--- src/rtl/fetch_queue.sv ---
`default_nettype none
// ============================================================================
//  Module   : fetch_queue
//  Purpose  : In-order {PC, instruction} buffer between fetch and decode with
//             valid/ready handshake, full stall and redirect flush.
//  Revision : 1.0  initial release
// ============================================================================
module fetch_queue #(
    parameter int width = 32,
    parameter int depth = 4
) (
    input  logic                     clk,
    input  logic                     reset,
    input  logic                     fetch_valid,
    input  logic [width-1:0]         pc_in,
    input  logic [width-1:0]         instr_in,
    input  logic                     flush,
    output logic                     stall_f,
    input  logic                     dec_ready,
    output logic                     dec_valid,
    output logic [width-1:0]         pc_out,
    output logic [width-1:0]         instr_out,
    output logic [$clog2(depth):0]   count
);

    localparam int AW = $clog2(depth);
    localparam int CW = AW + 1;
    localparam logic [CW-1:0]    FULL_COUNT = CW'(depth);
    localparam logic [width-1:0] NOP_INSTR  = width'(32'h0000_0013);

    logic [width-1:0] pc_mem_q    [depth];
    logic [width-1:0] instr_mem_q [depth];

    logic [AW-1:0] wr_ptr_q, wr_ptr_d;
    logic [AW-1:0] rd_ptr_q, rd_ptr_d;
    logic [CW-1:0] count_q,  count_d;

    logic full;
    logic empty;
    logic push;
    logic pop;

    assign full  = (count_q == FULL_COUNT);
    assign empty = (count_q == '0);

    // A full queue refuses the push even when decode pops in the same cycle.
    assign push = fetch_valid & ~full & ~flush;
    assign pop  = ~empty & dec_ready & ~flush;

    always_comb begin
        wr_ptr_d = wr_ptr_q;
        rd_ptr_d = rd_ptr_q;
        count_d  = count_q;
        if (flush) begin
            wr_ptr_d = '0;
            rd_ptr_d = '0;
            count_d  = '0;
        end else begin
            if (push) begin
                wr_ptr_d = wr_ptr_q + AW'(1);
            end
            if (pop) begin
                rd_ptr_d = rd_ptr_q + AW'(1);
            end
            case ({push, pop})
                2'b10:   count_d = count_q + CW'(1);
                2'b01:   count_d = count_q - CW'(1);
                default: count_d = count_q;
            endcase
        end
    end

    always_ff @(posedge clk) begin
        if (reset) begin
            wr_ptr_q <= '0;
            rd_ptr_q <= '0;
            count_q  <= '0;
        end else begin
            wr_ptr_q <= wr_ptr_d;
            rd_ptr_q <= rd_ptr_d;
            count_q  <= count_d;
        end
    end

    // Storage needs no reset: an entry is only observable once counted valid.
    always_ff @(posedge clk) begin
        if (push && !reset) begin
            pc_mem_q[wr_ptr_q]    <= pc_in;
            instr_mem_q[wr_ptr_q] <= instr_in;
        end
    end

    assign stall_f   = full;
    assign dec_valid = ~empty;
    assign count     = count_q;
    assign pc_out    = empty ? '0        : pc_mem_q[rd_ptr_q];
    assign instr_out = empty ? NOP_INSTR : instr_mem_q[rd_ptr_q];

endmodule
`default_nettype wire

--- config.mk ---
export PLATFORM = sky130hd
export DESIGN_NAME = fetch_queue
export DESIGN_NICKNAME = d
export VERILOG_FILES = /design/src/rtl/fetch_queue.sv
export SDC_FILE = /design/constraint.sdc
export NUM_CORES = 1
export LEC_CHECK = 0
export CAP_MARGIN = 15
export CORE_MARGIN = 5
export CORE_UTILIZATION = 50
export CTS_BUF_LIST = sky130_fd_sc_hd__clkbuf_8
export DETAILED_ROUTE_END_ITERATION = 8
export HOLD_SLACK_MARGIN = 0.02
export PLACE_DENSITY = 0.74
export SYNTH_ARGS = -nofsm -noshare
export SYNTH_HDL_FRONTEND = slang
export SYNTH_SLANG_ARGS = --single-unit
export TNS_END_PERCENT = 100
--- constraint.sdc ---
create_clock -name clk -period 10 [get_ports clk]
set_input_delay 1.5 -clock clk [delete_from_list [all_inputs] [get_ports clk]]
set_output_delay 1.5 -clock clk [all_outputs]
set_load 0.02 [all_outputs]
==> results.toml <==
[run_status]
status = "finished clean"

[yosys]
ys_ff_latch = 265
synth_area_per_cell_sq_um = 22.3
synthTopCellsByCount = "256 x edfxtp_1, 63 x mux4_2, 61 x and2_1, 9 x dfxtp_1"
yosysSeqAreaShare_pct = 76.8
synth_cell_types = 27
synth_most_common_cell = "edfxtp_1"
syn-num-nets = 535
syn_area_sq_mm = 0.0102
yosysWarnings = 0
ys_async_sr_fraction_pct = 0
syn_inst = 460
synth_edf_count = 256
synth_top_area_share_pct = 75.1
synth_area_leaders = "edfxtp_1 75%, mux4_2 14%, and2_1 3.7%"
synth_ff_type = "edfxtp_1"
synth_top_area_cell = "edfxtp_1"

[critical_path]
cp.required_ps = 8500
cp_max_fo = 39
startpoint_type = "flip-flop"
r2r_cells = 5
reg2reg_from = "count[2]"
crit_type = "reg -> out"
worst_ep_arrival_time_ps = 3360
end_kind = "primary output"

[clocking]
cts_tree = "built"
ctsLongestPathBuffers = 3
cts_buffers = 43
clk_latency_ps = 520
cts_setup_buffers = 0
htreeDepth = 2
clkTransAtPathRegs_ps = 60
cts_resized = 0
root_buffer = "clkbuf_8"
hold_buffers = 0
clkSinkCount = 265

[sta]
tns_ps = 0
worstMarginPinSlew_ps = 1050
layout_min_cycle_time_ps = 4860
slew-limit-headroom_pct = 29.6
setup_viol = 0
grt_setup_unrepaired = "no"
maxSlewViolCount = 0
post-route-period-util_pct = 48.6
finalClockSkew_ps = 18.4
hold_viol_final = 0
hold_ws_ps = 492
max_freq_mhz = 206

[cells_and_area]
post-route-util_pct = 62.6
syn_to_final_growth_pct = 23.2
multi_input_area_sq_mm = 0.00217
fin_nets = 704
final_cell_area_sq_mm = 0.0126
fillers = 1430
seq_area_sq_mm = 0.00788
diodes = 0
final_layout_size_suffix_gt1_share_pct = 20.1

[routing]
viasPerCell = 5.35
drt-pass1-iter-count = 4
drt_iter0_markers = 268
num_vias = 4968
wl_um = 19200
ant_nets = 0
drc = 0
wl_per_cell_um = 20.7

[power]
p_leak_nw = 4.02
power.density_mw_per_mm2 = 171
power_mw = 2.16
max-vdd-ir-drop_v = 0.000104

[floorplan]
die_w_um = 153
dieArea_sq_mm = 0.0234
coreArea_sq_mm = 0.0202
die_y_um = 153
ioPinCount = 138
start_util_pct = 50.8
num_rows = 52

[place]
dpl.hpwl_um = 11200
portBuffers = 137
dpl-instance-area_sq_mm = 0.0118
routabilityCongestion = 0.740

[global_routing]
gr-total-overflow = 0
grt_usage_pct = 16.7
grt_max_degree = 65
grt_pass1_wl_um = 30600
first_global_vias = 5572
antenna_found_initial = 1

[run]
drv_cap = 0

[hold_path]
hold_depth = 2
holdCritStartpoint = "rd_ptr_q[1]"
hp-class = "reg -> reg"
## state kept, by name (all words and copies together) (netlist names), named ones only
| signal | cells |
|---|---|
| wr_ptr_q | 2 |
| rd_ptr_q | 2 |
| count | 3 |
| pc_mem_q | 128 |
| instr_mem_q | 128 |
## metal layers
metal,track usage [%],up-vias,wire length (um)
met5,0,-,11
met4,5.52,2,350
met3,4.81,32,1170
met2,27.6,142,9730
met1,21.7,2585,7960
li1,-,2207,-
## path summary, 6_finish.rpt
kind	to	slack, ps
max	instr_out[1]	5140
min	flip-flop	490
max reg2reg	instr_mem_q[2][19]	6990
min reg2reg	flip-flop	490
## cell families (layout without fill, tap and decap cells)
family | after synthesis | count (layout) | synth area share [%]
buffers and inverters | 28 | 226 | 2.21
AO/OA/AOI/OAI | 6 | 6 | 0.318
multiplexers | 66 | 66 | 14.3
AND/OR/NAND/NOR | 86 | 86 | 5.28
flip-flops | 265 | 265 | 76.8
XOR/XNOR | 3 | 3 | 0.257
adder cells (fa/ha/maj) | 6 | 6 | 0.806
## critical path: stages, from the launching register on
cell,delay (ps)
dfxtp_4,690
buf_4,740
mux4_2,590
or2_1,230
clkdlybuf4s50_1,540
## layout by cell type, fill, tap and decap left out
| cell | synthesis | layout |
|---|---|---|
| dfxtp_4 | 0 | 2 |
| ha_1 | 5 | 5 |
| o21ai_0 | 2 | 2 |
| clkbuf_8 | 0 | 45 |
| fa_1 | 1 | 1 |
| bufinv_16 | 0 | 1 |
| buf_4 | 0 | 8 |
| clkinv_1 | 0 | 14 |
| mux4_2 | 63 | 63 |
| o31ai_1 | 1 | 1 |
| clkdlybuf4s50_1 | 0 | 137 |
| edfxtp_1 | 256 | 256 |
| inv_2 | 0 | 1 |
| or3_1 | 2 | 2 |
| xor2_1 | 3 | 3 |
| dfxtp_1 | 9 | 7 |
| inv_1 | 6 | 14 |
| or2_2 | 1 | 1 |
| mux2i_1 | 2 | 2 |
| or3b_1 | 1 | 1 |
| nor3b_4 | 0 | 4 |
| nor3b_1 | 1 | 1 |
| mux4_1 | 1 | 1 |
| buf_8 | 0 | 1 |
| or2_1 | 3 | 3 |
| nor2_1 | 7 | 7 |
| nor3_2 | 1 | 1 |
| clkinv_2 | 0 | 4 |
| nand2_1 | 5 | 5 |
| and2_1 | 61 | 61 |
| a21oi_1 | 3 | 3 |
| clkinv_4 | 0 | 1 |
## report_power, final
part	switching [mW]	internal, mW	total (mW)
registers	0.00361	1.23	1.23
clock network	0.387	0.440	0.827
logic	0.0484	0.0539	0.102
total	0.439	1.72	2.16
## cell type report
| type | instances | area share, % |
|---|---|---|
| flip-flops and latches | 265 | 62.4 |
| multi-input cells | 167 | 17.2 |
| repair buffers | 146 | 11.5 |
| clock buffers | 45 | 4.91 |
| well taps | 270 | 2.68 |
| clock inverters | 29 | 1.15 |
| inverters | 6 | 0.178 |
## through the flow
stage	cells	setup slack, ps
finish	928	5140
detailed placement	853	5180
CTS	927	4970
global placement	853	5250
floorplan	460	4970
global route	928	4840
No activity file was read; power rests on OpenSTA's default activity.
